File: src/rtl/hilo_muldiv_unit_pkg.sv
// Shared encodings for the HI/LO multiply/divide unit and the execute stage.
package hilo_muldiv_unit_pkg;

  localparam int MD_WIDTH = 32;

  typedef enum logic [2:0] {
    MD_MULT  = 3'd0,
    MD_MULTU = 3'd1,
    MD_DIV   = 3'd2,
    MD_DIVU  = 3'd3,
    MD_MTHI  = 3'd4,
    MD_MTLO  = 3'd5,
    MD_NOP6  = 3'd6,
    MD_NOP7  = 3'd7
  } md_op_e;

  typedef enum logic [1:0] {
    ST_IDLE = 2'd0,
    ST_CALC = 2'd1,
    ST_FIX  = 2'd2
  } md_state_e;

endpackage

File: src/rtl/hilo_muldiv_unit_if.sv
// Execute-stage port bundle of the HI/LO multiply/divide unit.
interface hilo_muldiv_unit_if
  import hilo_muldiv_unit_pkg::*;
#(
  parameter int WIDTH = MD_WIDTH
) ();

  // start is taken only in a cycle with busy=0 and cancel=0; while busy=1 the
  // unit ignores start, and done pulses once when HI/LO first hold the result.
  logic             start;
  logic [2:0]       op;
  logic [WIDTH-1:0] src_a;
  logic [WIDTH-1:0] src_b;
  logic             cancel;
  logic             mf_sel;
  logic [WIDTH-1:0] mf_out;
  logic             busy;
  logic             done;
  md_state_e        dbg_state;

  modport master (
    output start, op, src_a, src_b, cancel, mf_sel,
    input  mf_out, busy, done, dbg_state
  );

  modport slave (
    input  start, op, src_a, src_b, cancel, mf_sel,
    output mf_out, busy, done, dbg_state
  );

endinterface

File: src/rtl/hilo_muldiv_unit_step.sv
// One radix-2 iteration: shift-add for multiply, restoring trial-subtract for divide.
module muldiv_step #(
  parameter int WIDTH = 32
) (
  input  logic               i_div,
  input  logic [2*WIDTH-1:0] i_acc,
  input  logic [WIDTH-1:0]   i_opnd,
  output logic [2*WIDTH-1:0] o_acc
);

  logic [WIDTH:0] w_mul_sum;
  logic [WIDTH:0] w_div_rem;
  logic [WIDTH:0] w_div_diff;

  // Multiply keeps the multiplier in the low half and retires one bit per step;
  // divide shifts dividend bits into the remainder and quotient bits in at bit 0.
  always_comb begin
    w_mul_sum  = {1'b0, i_acc[2*WIDTH-1:WIDTH]} + (i_acc[0] ? {1'b0, i_opnd} : '0);
    w_div_rem  = i_acc[2*WIDTH-1:WIDTH-1];
    w_div_diff = w_div_rem - {1'b0, i_opnd};
    o_acc      = {w_mul_sum, i_acc[WIDTH-1:1]};
    if (i_div) begin
      if (!w_div_diff[WIDTH]) begin
        o_acc = {w_div_diff[WIDTH-1:0], i_acc[WIDTH-2:0], 1'b1};
      end else begin
        o_acc = {w_div_rem[WIDTH-1:0], i_acc[WIDTH-2:0], 1'b0};
      end
    end
  end

endmodule

File: src/rtl/hilo_muldiv_unit.sv
// Iterative multiply/divide unit owning the architectural HI/LO registers.
module hilo_muldiv_unit
  import hilo_muldiv_unit_pkg::*;
#(
  parameter int WIDTH = MD_WIDTH
) (
  input  logic               clk,
  input  logic               reset,
  hilo_muldiv_unit_if.slave  bus
);

  localparam int CNT_W = $clog2(WIDTH);

  md_state_e          r_state;
  md_state_e          w_state_nxt;
  logic [CNT_W-1:0]   r_cnt;
  logic [WIDTH-1:0]   r_hi, r_lo, r_opnd;
  logic [2*WIDTH-1:0] r_acc;
  logic               r_done, r_is_div, r_neg_q, r_neg_r, r_dbz;

  logic               w_accept, w_signed, w_div, w_sa, w_sb, w_dbz;
  logic [WIDTH-1:0]   w_mag_a, w_mag_b, w_quo, w_rem, w_res_hi, w_res_lo;
  logic [2*WIDTH-1:0] w_acc_step, w_prod;

  // Ops 0-3 have op[2]=0; op[1] selects divide, op[0]=0 selects the signed form.
  assign w_accept = bus.start && !bus.cancel && (r_state == ST_IDLE);
  assign w_signed = !bus.op[0];
  assign w_div    = bus.op[1];
  assign w_sa     = w_signed && bus.src_a[WIDTH-1];
  assign w_sb     = w_signed && bus.src_b[WIDTH-1];
  assign w_mag_a  = w_sa ? -bus.src_a : bus.src_a;
  assign w_mag_b  = w_sb ? -bus.src_b : bus.src_b;
  assign w_dbz    = w_div && (bus.src_b == '0);

  muldiv_step #(.WIDTH(WIDTH)) u_step (
    .i_div  (r_is_div),
    .i_acc  (r_acc),
    .i_opnd (r_opnd),
    .o_acc  (w_acc_step)
  );

  // On divide-by-zero the low half still holds |dividend|; restoring its sign
  // hands the original dividend back as HI.
  always_comb begin
    w_prod   = r_neg_q ? -r_acc : r_acc;
    w_quo    = r_acc[WIDTH-1:0];
    w_rem    = r_acc[2*WIDTH-1:WIDTH];
    w_res_hi = w_prod[2*WIDTH-1:WIDTH];
    w_res_lo = w_prod[WIDTH-1:0];
    if (r_is_div) begin
      if (r_dbz) begin
        w_res_lo = '1;
        w_res_hi = r_neg_r ? -w_quo : w_quo;
      end else begin
        w_res_lo = r_neg_q ? -w_quo : w_quo;
        w_res_hi = r_neg_r ? -w_rem : w_rem;
      end
    end
  end

  always_comb begin
    w_state_nxt = r_state;
    case (r_state)
      ST_IDLE: if (w_accept && !bus.op[2]) w_state_nxt = w_dbz ? ST_FIX : ST_CALC;
      ST_CALC: begin
        if (bus.cancel) w_state_nxt = ST_IDLE;
        else if (r_cnt == CNT_W'(WIDTH-1)) w_state_nxt = ST_FIX;
      end
      ST_FIX:  w_state_nxt = ST_IDLE;
      default: w_state_nxt = ST_IDLE;
    endcase
  end

  always_ff @(posedge clk or posedge reset) begin
    if (reset) r_state <= ST_IDLE;
    else       r_state <= w_state_nxt;
  end

  always_ff @(posedge clk or posedge reset) begin
    if (reset) begin
      r_cnt    <= '0;
      r_hi     <= '0;
      r_lo     <= '0;
      r_opnd   <= '0;
      r_acc    <= '0;
      r_done   <= 1'b0;
      r_is_div <= 1'b0;
      r_neg_q  <= 1'b0;
      r_neg_r  <= 1'b0;
      r_dbz    <= 1'b0;
    end else begin
      r_done <= 1'b0;
      case (r_state)
        ST_IDLE: begin
          if (w_accept && !bus.op[2]) begin
            r_is_div <= w_div;
            r_neg_q  <= w_sa ^ w_sb;
            r_neg_r  <= w_sa;
            r_dbz    <= w_dbz;
            r_cnt    <= '0;
            r_opnd   <= w_div ? w_mag_b : w_mag_a;
            r_acc    <= {{WIDTH{1'b0}}, (w_div ? w_mag_a : w_mag_b)};
          end else if (w_accept && (bus.op == MD_MTHI)) begin
            r_hi <= bus.src_a;
          end else if (w_accept && (bus.op == MD_MTLO)) begin
            r_lo <= bus.src_a;
          end
        end
        ST_CALC: begin
          if (!bus.cancel) begin
            r_acc <= w_acc_step;
            r_cnt <= r_cnt + 1'b1;
          end
        end
        ST_FIX: begin
          if (!bus.cancel) begin
            r_hi   <= w_res_hi;
            r_lo   <= w_res_lo;
            r_done <= 1'b1;
          end
        end
        default: ;
      endcase
    end
  end

  assign bus.mf_out    = bus.mf_sel ? r_lo : r_hi;
  assign bus.busy      = (r_state != ST_IDLE);
  assign bus.done      = r_done;
  assign bus.dbg_state = r_state;

endmodule

File: src/flat_wrapper.sv
// flat-port wrapper written by rule: the top's interface ports become plain ports
module hilo_muldiv_unit_flat import hilo_muldiv_unit_pkg::*;
#(
  parameter int WIDTH = MD_WIDTH
)
  (clk, reset, bus_start, bus_op, bus_src_a, bus_src_b, bus_cancel, bus_mf_sel, bus_mf_out, bus_busy, bus_done, bus_dbg_state);
  hilo_muldiv_unit_if #(.WIDTH(WIDTH)) bus_i ();
  input  logic clk;
  input  logic reset;
  input wire logic [$bits(bus_i.start)-1:0] bus_start;
  input wire logic [$bits(bus_i.op)-1:0] bus_op;
  input wire logic [$bits(bus_i.src_a)-1:0] bus_src_a;
  input wire logic [$bits(bus_i.src_b)-1:0] bus_src_b;
  input wire logic [$bits(bus_i.cancel)-1:0] bus_cancel;
  input wire logic [$bits(bus_i.mf_sel)-1:0] bus_mf_sel;
  output wire logic [$bits(bus_i.mf_out)-1:0] bus_mf_out;
  output wire logic [$bits(bus_i.busy)-1:0] bus_busy;
  output wire logic [$bits(bus_i.done)-1:0] bus_done;
  output wire logic [$bits(bus_i.dbg_state)-1:0] bus_dbg_state;
  assign bus_i.start = bus_start;
  assign bus_i.op = bus_op;
  assign bus_i.src_a = bus_src_a;
  assign bus_i.src_b = bus_src_b;
  assign bus_i.cancel = bus_cancel;
  assign bus_i.mf_sel = bus_mf_sel;
  assign bus_mf_out = bus_i.mf_out;
  assign bus_busy = bus_i.busy;
  assign bus_done = bus_i.done;
  assign bus_dbg_state = bus_i.dbg_state;
  hilo_muldiv_unit #(.WIDTH(WIDTH)) u_core (.clk(clk), .reset(reset), .bus(bus_i));
endmodule
File: config.mk
export PLATFORM = sky130hd
export DESIGN_NAME = hilo_muldiv_unit_flat
export DESIGN_NICKNAME = d
export VERILOG_FILES = /design/src/rtl/hilo_muldiv_unit_pkg.sv /design/src/rtl/hilo_muldiv_unit_if.sv /design/src/rtl/hilo_muldiv_unit_step.sv /design/src/rtl/hilo_muldiv_unit.sv /design/src/flat_wrapper.sv
export SDC_FILE = /design/constraint.sdc
export NUM_CORES = 1
export LEC_CHECK = 0
export ABC_AREA = 1
export CORE_UTILIZATION = 25
export CTS_BUF_LIST = sky130_fd_sc_hd__clkbuf_4 sky130_fd_sc_hd__clkbuf_8 sky130_fd_sc_hd__clkbuf_16
export CTS_CLUSTER_SIZE = 40
export DETAILED_ROUTE_END_ITERATION = 8
export REMOVE_ABC_BUFFERS = 1
export SLEW_MARGIN = 20
export SYNTH_ARGS = -nofsm -noshare
export SYNTH_HDL_FRONTEND = slang
export SYNTH_HIERARCHICAL = 1
export SYNTH_SLANG_ARGS = --single-unit
File: constraint.sdc
create_clock -name clk -period 8.9 [get_ports clk]
set_input_delay 1.78 -clock clk [delete_from_list [all_inputs] [get_ports clk]]
set_output_delay 1.78 -clock clk [all_outputs]
set_load 0.02 [all_outputs]
==> impl_metrics.ini <==
[yosys]
synth_area_per_cell_sq_um = 5.71
syn-cell-area_sq_um = 20800
synth_area_leader_cell = dfrtp_1
yosys_register_bits = 172
ys_warn_count = 6
synth_cell_types = 55
ys_seq_area_frac = 0.207
synth-edff-count = 0
synth_cells = 3638
dominantRegCellSynth = dfrtp_1
synthTopCellsByArea = dfrtp_1 21%, nand2_1 20%, nand3_1 9.5%
synth_top_area_frac = 0.207
async_flop_share = 1.00

[cells_and_area]
drive_gt1_frac = 0.0527
antenna_cells = 0
stdcell_area_sq_um = 23300
nets = 3793
area_growth_pct = 12.3

[timing]
finalHoldViolCount = 0
hold_ws_ns = 0.504
rsz0062_at_grt = false
skew_ns = 0.0202
setup_viol = 0
final.setup.tns_ns = 0
layout_min_cycle_time_ns = 5.25
clock.fmax_mhz = 190
slew_violations = 0
tightest_slew_ns = 1.06
period_share = 0.590
setup_ws_ns = 3.65
relSlewSlack = 0.291

[power_and_ir_drop]
swShare = 0.567
power_frac_comb = 0.630
clkPwrFrac = 0.134
p_leak_nw = 11.6
p_int_mw = 2.65
ir_drop_uv = 147
power_density_nw_per_um2 = 262
power_frac_seq = 0.236
p_sw_mw = 3.46

[placement]
io_buffers = 107
place_ws_ns = 3.57
hpwl_um = 73800
placed_area_sq_um = 22700
gp_congestion = 0.992

[hold_path]
hold_path_class = flop to flop
holdPathEnd = u_core/r_lo[19]
whs_path_depth = 2
worstHoldStart = u_core/r_lo[19]

[drt]
vias_per_cell = 5.13
route.met2.wl_um = 42500
ant_nets = 0
drt-total-wl_um = 93500
via_count = 24300
detail_route.wl_per_cell_um = 19.8
drt_first_pass_iters = 7
remaining_drc_errors = 0
wl_met3_um = 6840
met1_length_um = 39400
routed.top_layer = met4
initialDrtViolationCount = 2744

[clock_tree]
clk_latency_ns = 0.50
cts_buffer_depth = 2
cts_tree = built
ctsResizeCount = 0
cts_hold_buffers = 0
clk_pin_slew_ns = 0.07
cts_root_buffer = clkbuf_16
post-cts-setup-buffer-count = 0
cts_sinks = 172
cts_max_level = 4
numCtsBuffers = 17

[worst_setup_path]
cp.arrival_ns = 3.47
path_class = input port to output pin
worstSetupEndpointType = output pin
r2r_start = u_core/r_acc[31]
r2r-end = u_core/r_acc[62]
ff2ff_path_depth = 19
ff2ff_setup_slack_ns = 5.36
crit_required_ns = 7.12
crit_path_max_fanout = 44
cp-start-kind = input port

[global_routing]
first_global_vias = 22500
grt_pass1_wl_um = 141000
grt_usage = 0.219
grt_overflow = 0
antenna_found_initial = 1
grt_max_degree = 103

[outcome]
status = completed

[floorplanning]
core_area_sq_um = 82100
die-area_sq_um = 84200
start_util = 0.253
ios = 108
die_width_um = 290
die_h_um = 290
num_rows = 105

[run]
max_cap_violations = 0
-- stage by stage --
stage               instances   util  power (mW)
floorplan                3502      -        3.84
global placement         4700  0.276        5.19
detailed placement       4700  0.276        5.21
CTS                      4732  0.284        6.05
global route             4732  0.284        6.57
finish                   4732  0.284        6.11
-- sequential cells by signal (all words and copies together) (netlist names) --
signal	count
u_core/r_acc	64
u_core/r_opnd	32
u_core/r_is_div	1
u_core/r_dbz	1
u_core/r_lo	32
u_core/r_cnt	5
u_core/r_neg_q	1
u_core/bus.dbg_state	2
u_core/r_neg_r	1
u_core/r_hi	32
u_core/bus.done	1
-- worst max-delay path by stage --
stage	from	to	slack (ns)
2_1_floorplan	reset	u_core/bus.dbg_state[0]	2.46
3_3_place_gp	bus_mf_sel	bus_mf_out[5]	3.58
3_5_place_dp	bus_mf_sel	bus_mf_out[3]	3.57
4_1_cts	bus_mf_sel	bus_mf_out[3]	3.56
5_1_grt	bus_mf_sel	bus_mf_out[0]	3.49
6_report	bus_mf_sel	bus_mf_out[3]	3.65
-- area by class of cell --
cell class,instances,area (sq um)
clock buffers,18,439
flip-flops and latches,172,4310
fillers,9254,58800
inverters,466,1750
repair buffers,128,1240
clock inverters,14,188
well taps,1070,1340
multi-input cells,2864,14000
-- cell usage after synthesis, types with 13 or more instances --
cell / n
nand3b_1: 24
dfrtp_1: 172
inv_1: 446
clkbuf_1: 75
a22oi_1: 21
nor3_1: 22
nand3_1: 393
xor2_1: 62
inv_2: 18
nand2_2: 29
buf_1: 13
a21oi_1: 232
nor2_1: 461
o21ai_0: 182
buf_2: 35
nand4_1: 39
o211ai_1: 34
nand2_1: 1109
o21ai_1: 43
nor2_2: 16
mux2_2: 20
ha_1: 70
-- metal layers --
layer  vias up  GRT usage
met4         0      0.108
met3       192     0.0296
li1      11700          -
met2      1103      0.356
met5         -          0
met1     11300      0.283
-- critical path, cell delays in order --
cell	delay (ns)
buf_2	0.68
mux2_2	0.42
clkdlybuf4s50_1	0.54
-- layout by cell type (no fill, tap or decap), types with 11 or more instances in the layout --
cell             count
nand2_1           1108
nor2_1             458
inv_1              444
nand3_1            393
a21oi_1            232
o21ai_0            182
dfrtp_1            169
clkdlybuf4s50_1    106
ha_1                70
xor2_1              62
o21ai_1             43
nand4_1             39
o211ai_1            34
nand2_2             30
nand3b_1            24
nor3_1              22
a22oi_1             21
mux2_2              20
buf_4               20
inv_2               19
nor2_2              18
clkbuf_16           17
nand2_4             12
o21bai_1            11
-- cells by family after synthesis --
kind of cell	share of synthesized area
and+or+nand+nor	0.444
buffers and inverters	0.117
AOI/OAI and AO/OA	0.146
DFF	0.207
adders and majority gates	0.0441
xor gates and xnor gates	0.0300
muxes	0.0109
-- power groups by stage --
stage | Clock, mW | Sequential [mW] | Combinational, mW
floorplan | 0 | 1.25 | 2.59
detailed placement | 0 | 1.44 | 3.77
CTS | 0.835 | 1.43 | 3.79
global route | 0.858 | 1.46 | 4.25
finish | 0.820 | 1.44 | 3.85
global placement | 0 | 1.45 | 3.74
Power figures use the tool's default switching activity.
